--- src/rtl/fetch_responder.sv ---
// Fetch-side responder: accepts PC requests, reads 1-cycle instruction memory, returns words in order.
// Optional misaligned-fetch faulting is enabled by defining FETCH_RESPONDER_MISALIGN_CHECK_EN.
module fetch_responder #(
  parameter int ADDR_WIDTH     = 32,
  parameter int INSTR_WIDTH    = 32,
  parameter int MEM_ADDR_WIDTH = 10,
  parameter int QUEUE_DEPTH    = 4
) (
  input  logic                      clock,
  input  logic                      reset,
  input  logic                      req_valid,
  output logic                      req_ready,
  input  logic [ADDR_WIDTH-1:0]     req_addr,
  input  logic                      flush,
  output logic                      mem_en,
  output logic [MEM_ADDR_WIDTH-1:0] mem_addr,
  input  logic [INSTR_WIDTH-1:0]    mem_rdata,
  output logic                      rsp_valid,
  input  logic                      rsp_ready,
  output logic [INSTR_WIDTH-1:0]    rsp_instr,
  output logic [ADDR_WIDTH-1:0]     rsp_addr,
  output logic                      rsp_fault
);

  localparam int PTR_W = $clog2(QUEUE_DEPTH);
  localparam int CNT_W = PTR_W + 1;

  logic [INSTR_WIDTH-1:0] r_q_instr [QUEUE_DEPTH];
  logic [ADDR_WIDTH-1:0]  r_q_addr  [QUEUE_DEPTH];
  logic                   r_q_fault [QUEUE_DEPTH];

  logic [PTR_W-1:0]       r_wr_ptr;
  logic [PTR_W-1:0]       r_rd_ptr;
  logic [CNT_W-1:0]       r_count;
  logic                   r_inflight;
  logic [ADDR_WIDTH-1:0]  r_inflight_addr;
  logic                   r_inflight_fault;

  logic                   w_misalign;
  logic [CNT_W:0]         w_occupancy;
  logic                   w_accept;
  logic                   w_pop;

`ifdef FETCH_RESPONDER_MISALIGN_CHECK_EN
  assign w_misalign = (req_addr[1:0] != 2'b00);
`else
  assign w_misalign = 1'b0;
`endif

  // The in-flight read already owns a queue slot, so it counts against capacity.
  assign w_occupancy = {1'b0, r_count} + {{CNT_W{1'b0}}, r_inflight};
  assign req_ready   = !reset && !flush && (w_occupancy < (CNT_W+1)'(QUEUE_DEPTH));
  assign w_accept    = req_valid && req_ready;

  assign mem_en   = w_accept && !w_misalign;
  assign mem_addr = req_addr[MEM_ADDR_WIDTH+1:2];

  assign rsp_valid = (r_count != '0);
  assign w_pop     = rsp_valid && rsp_ready && !flush;
  assign rsp_instr = r_q_instr[r_rd_ptr];
  assign rsp_addr  = r_q_addr[r_rd_ptr];
  // Fault flag is forced low on an empty head so reset leaves it deasserted.
  assign rsp_fault = rsp_valid && r_q_fault[r_rd_ptr];

  always_ff @(posedge clock) begin
    if (reset || flush) begin
      r_wr_ptr         <= '0;
      r_rd_ptr         <= '0;
      r_count          <= '0;
      r_inflight       <= 1'b0;
      r_inflight_addr  <= '0;
      r_inflight_fault <= 1'b0;
    end else begin
      r_inflight <= w_accept;
      if (w_accept) begin
        r_inflight_addr  <= req_addr;
        r_inflight_fault <= w_misalign;
      end

      if (r_inflight) begin
        r_q_instr[r_wr_ptr] <= r_inflight_fault ? '0 : mem_rdata;
        r_q_addr[r_wr_ptr]  <= r_inflight_addr;
        r_q_fault[r_wr_ptr] <= r_inflight_fault;
        r_wr_ptr            <= r_wr_ptr + 1'b1;
      end

      if (w_pop) begin
        r_rd_ptr <= r_rd_ptr + 1'b1;
      end

      case ({r_inflight, w_pop})
        2'b10:   r_count <= r_count + 1'b1;
        2'b01:   r_count <= r_count - 1'b1;
        default: r_count <= r_count;
      endcase
    end
  end

endmodule

--- config.mk ---
export PLATFORM = sky130hd
export DESIGN_NAME = fetch_responder
export DESIGN_NICKNAME = d
export VERILOG_FILES = /design/src/rtl/fetch_responder.sv
export SDC_FILE = /design/constraint.sdc
export NUM_CORES = 1
export LEC_CHECK = 0
export ABC_AREA = 1
export BUFFER_PORTS_ARGS = -buffer_cell sky130_fd_sc_hd__clkbuf_2
export CAP_MARGIN = 25
export CORE_AREA = 2 2 171 131
export CTS_BUF_LIST = sky130_fd_sc_hd__clkbuf_2 sky130_fd_sc_hd__clkbuf_4 sky130_fd_sc_hd__clkbuf_8
export CTS_CLUSTER_SIZE = 28
export DETAILED_ROUTE_END_ITERATION = 16
export DIE_AREA = 0 0 173 133
export PLACE_DENSITY = 0.74
export SETUP_SLACK_MARGIN = 0.2
export SLEW_MARGIN = 20
export SYNTH_ARGS = -nofsm -noshare
export SYNTH_HDL_FRONTEND = slang
export SYNTH_SLANG_ARGS = --single-unit
--- constraint.sdc ---
create_clock -name clock -period 4.3 [get_ports clock]
set_input_delay 0.645 -clock clock [delete_from_list [all_inputs] [get_ports clock]]
set_output_delay 0.645 -clock clock [all_outputs]
set_load 0.05 [all_outputs]
Word-level counts from Yosys, hierarchy flattened:

Memories as Yosys holds them, arrays and structs flattened. A register that Yosys moved wholly into a read port is not among the register bits.
Index checks and enable logic that the tools add are counted.

* reduce and logical (&&, ||, !) cells: 11
* add/sub/neg operators: 5
* magnitude comparators: 1
* multiplexer cells: 8
* equal/unequal tests: 2

Operators with widths (number)
* $mux 2: 4
* $pmux 3 s2: 1
* $logic_and 1x1->1: 5
* $add 2x1->2 const B: 2
* $add 3x1->4: 1
* $lt 4x3->1 const B: 1
* $add 3x1->3 const B: 1
* $mux 1: 3
* $reduce_bool 3->1: 1
* $sub 3x1->3 const B: 1
* $eq 2x1->1 const B: 1
* $eq 2x2->1 const B: 1
* $logic_not 1->1: 2
* $reduce_bool 2->1: 1
* $logic_and 1x1->1 const B: 1
* $logic_or 1x1->1: 1

* register bits: 40
* RAM bits: 256
* output and inout bits: 78
* bits of input ports: 69
* word-level logic and storage cells: 34
* memories kept: 2

Memories
* r_q_addr: depth 4, width 32, rd ports 1, clocked after memory_dff 1, wr ports 1, line 29 `logic [ADDR_WIDTH-1:0] r_q_addr [QUEUE_DEPTH];`
* r_q_instr: depth 4, width 32, rd ports 1, clocked after memory_dff 1, wr ports 1, line 28 `logic [INSTR_WIDTH-1:0] r_q_instr [QUEUE_DEPTH];`

Depth between registers and ports, before layout:

* depth after elaboration: 5
* mapped depth: 13
* mapped depth without buffers: 13

Worst setup path before layout:

OpenSTA, ideal clock, no wires.

* kind: input to register
* start point: input flush
* end point: memory r_q_addr[0][0] (enable)
* buffers on the path: 1
* arrival time: 3.849 ns
* setup slack: -0.036 ns
* required time: 3.814 ns
* stages on the path: 4
* setup time: 0.486 ns
* path through: nor2_4 -> clkbuf_1 -> nand2_1 -> nor2_1

* cells in the longest elaborated chain, start to end: 3

Ends and longest elaborated chain
* start: declaration: line 14 `input logic flush,`
* $logic_or 1x1->1: line 66 `if (reset || flush) begin`
* $mux 1 (2 in series)
* end: declaration: line 29

No other way between the ends.

==> impl_metrics.yaml <==
logic_synthesis:
  synth_top_cell_by_area: "edfxtp_1"
  syn-cell-area_um2: 11300
  synth_ff_type: "edfxtp_1"
  yosys-top-cells-area: "edfxtp_1 (68%), dfxtp_1 (7.4%), nor2_1 (6.7%)"
  synth-async-reset-ratio_pct: 0
  netlist-cell-type-count: 21
  synth_edf_count: 256
  synth_nets: 982
  yosysSeqAreaShare_pct: 75.4
  synthesis.instances: 907
  ys_warn_count: 0
  synthTopCellsByCount: "edfxtp_1 (256), nor2_1 (202), o21ai_0 (133)"
  syn_avg_cell_area_um2: 12.5
  yosys.area.top_type_share_pct: 68.0
  synth-seq-cells: 298
  yosysMostFrequentCell: "edfxtp_1"
sta:
  final_hold_viol_count: 0
  clock_skew_ns: 0.0133
  rsz0062_at_grt: "false"
  layout_min_cycle_time_ns: 3.47
  slew_viol_final: 0
  period_share_pct: 80.8
  tightest_slew_ns: 0.982
  setup_viol: 0
  max_slew_margin_pct: 34.6
  fmax_mhz: 288
  worst_slack_ns: 0.827
die:
  start_util_pct: 52.5
  die_h_um: 133
  ioPinCount: 147
  rows: 47
  chipWidth_um: 173
  dieArea_um2: 23000
  core_um2: 21500
min_path:
  holdPathEnd: "r_q_instr[0][4]"
  min_from: "mem_rdata[4]"
  min_path_type: "input port to flop"
  hold_path_depth: 1
clock_network:
  numCtsBuffers: 46
  cts_sinks: 298
  cts_tree: "yes"
  htree_levels: 2
  clkLatencyLatePin_ns: 0.53
  clkTransAtPathRegs_ns: 0.06
  cts_root_buffer: "clkbuf_8"
  cts_hold_buffers: 0
  postCtsSetupRepairBufs: 0
  ctsResizeCount: 0
  clockBufferDepth: 3
placed_design:
  place_ws_ns: 1.39
  placement.io_buffers: 145
  dp_hpwl_um: 12600
  place.gp.congestion: 0.756
grt:
  grt-ovfl-total: 0
  grt_max_degree: 81
  grt_usage_pct: 19.8
  grt_pass1_vias: 6638
  antenna_found_initial: 0
  grt_pass1_wl_um: 35800
layout:
  drive_gt1_share_pct: 22.0
  area_growth_pct: 16.8
  nNetsFinal: 1123
  fillers: 1720
  diodes: 0
  finish.utilization_pct: 61.3
pwr:
  clkPwrFrac_pct: 41.4
  p_leak_nw: 4.93
  pwr-share-comb_pct: 3.3
  ir_worst_vdd_mv: 0.263
  power.switching_mw: 1.18
  intPower_mw: 4.51
  p_per_area_nw_per_um2: 432
  power_frac_seq_pct: 55.3
  swShare_pct: 20.8
critical_path:
  path_class: "flop to output port"
  r2r-start: "r_inflight"
  reg2reg_depth: 3
  r2r_end: "r_q_instr[3][23]"
  crit_required_ns: 3.65
  r2r_setup_slack_ns: 2.26
  critPathLaunchType: "flop"
  critPathArrivalTime_ns: 2.83
  cp-end-kind: "output port"
  crit_path_max_fanout: 80
route:
  drc: 0
  drtIter0Drc: 654
  wl_um: 22900
  dr.pass1.iters: 5
  vias_per_cell: 5.12
  num_vias: 7069
  avgRoutedWirePerCell_um: 16.6
  antenna_left: 0
run:
  maxCapViolCount: 0
outcome:
  status: "finished, final reports clean"
worst max-delay path: stages (launching register included):
cell and delay, ns:
dfxtp_4 0.67, buf_4 0.71, o21ai_0 0.21, o22ai_1 0.30
clkbuf_2 0.34
layer usage:
layer  vias up  routed length [µm]  track usage [%]
met1      3312               10800             28.9
li1       3472                   -                -
met3        36                1580             4.22
met2       249               10300             30.4
met4         0                 320             5.13
met5         -                   0                0
cell families (layout without fill, tap and decap cells):
group	count (synthesis)	after routing	share of synthesized area [%]
compound gates	202	202	9.67
fa+ha+maj	6	6	0.731
buf+inv	117	296	4.57
flops	298	298	75.4
other cells	1	1	0.0332
simple gates	283	283	9.54
flip-flops by register name, summed over array words and instances (netlist names), named ones only:
name	count
r_inflight	1
r_q_addr	128
r_q_instr	128
r_wr_ptr	2
r_count	3
r_rd_ptr	2
r_inflight_addr	32
cells in the final DEF (no fill, tap or decap):
cell type	netlist	routed
nand2_1	74	74
bufinv_16	0	1
nor2_1	202	198
conb_1	1	1
dfxtp_4	0	1
inv_2	2	1
clkinv_4	0	1
clkinv_2	0	2
o22ai_1	64	64
dfxtp_2	0	1
clkbuf_8	0	52
ha_1	5	5
nand4_1	1	1
a21oi_1	4	4
inv_1	52	52
o21ai_0	133	133
nand3_1	5	5
edfxtp_1	256	256
clkbuf_2	2	145
a21boi_0	1	1
inv_4	0	1
buf_12	0	4
clkinv_1	0	12
fa_1	1	1
clkbuf_4	0	18
nor2_4	1	5
dfxtp_1	42	40
buf_4	11	7
stage by stage:
step / power (mW) / area [µm²] / setup TNS (ns) / hold slack [ns] / instances
finish: 5.70 / 13200 / 0 / 0.333 / 1380
global placement: 3.40 / 12200 / 0 / 0.483 / 1293
global route: 5.89 / 13200 / 0 / 0.305 / 1380
CTS: 5.75 / 13200 / 0 / 0.302 / 1380
detailed placement: 3.40 / 12300 / 0 / 0.488 / 1294
floorplan: 3.33 / 11300 / -9.13 / 0.460 / 907
power groups by stage:
stage / combinational [mW] / sequential [mW] / clock, mW
CTS: 0.191 / 3.15 / 2.41
floorplan: 0.120 / 3.21 / 0
global route: 0.206 / 3.15 / 2.54
finish: 0.190 / 3.15 / 2.36
detailed placement: 0.191 / 3.21 / 0
global placement: 0.188 / 3.21 / 0
layout make-up:
class | count | area [µm²] | share of cell area, %
flip-flops and latches | 298 | 8530 | 64.7
multi-input cells | 492 | 2290 | 17.3
repair buffers | 156 | 858 | 6.50
clock buffers | 70 | 851 | 6.45
well taps | 294 | 368 | 2.79
inverters | 54 | 205 | 1.55
clock inverters | 16 | 93.8 | 0.711
worst max-delay path by stage:
stage / from / endpoint / depth (start not counted)
after floorplan: flush / r_q_addr[0][0] / 4
after global placement: flop / rsp_instr[12] / 4
after detailed placement: flop / rsp_instr[12] / 4
after CTS: flop / rsp_instr[12] / 4
after global routing: flop / rsp_instr[13] / 4
final: flop / rsp_instr[12] / 4
Note: power is estimated with default switching activity, not from simulation.
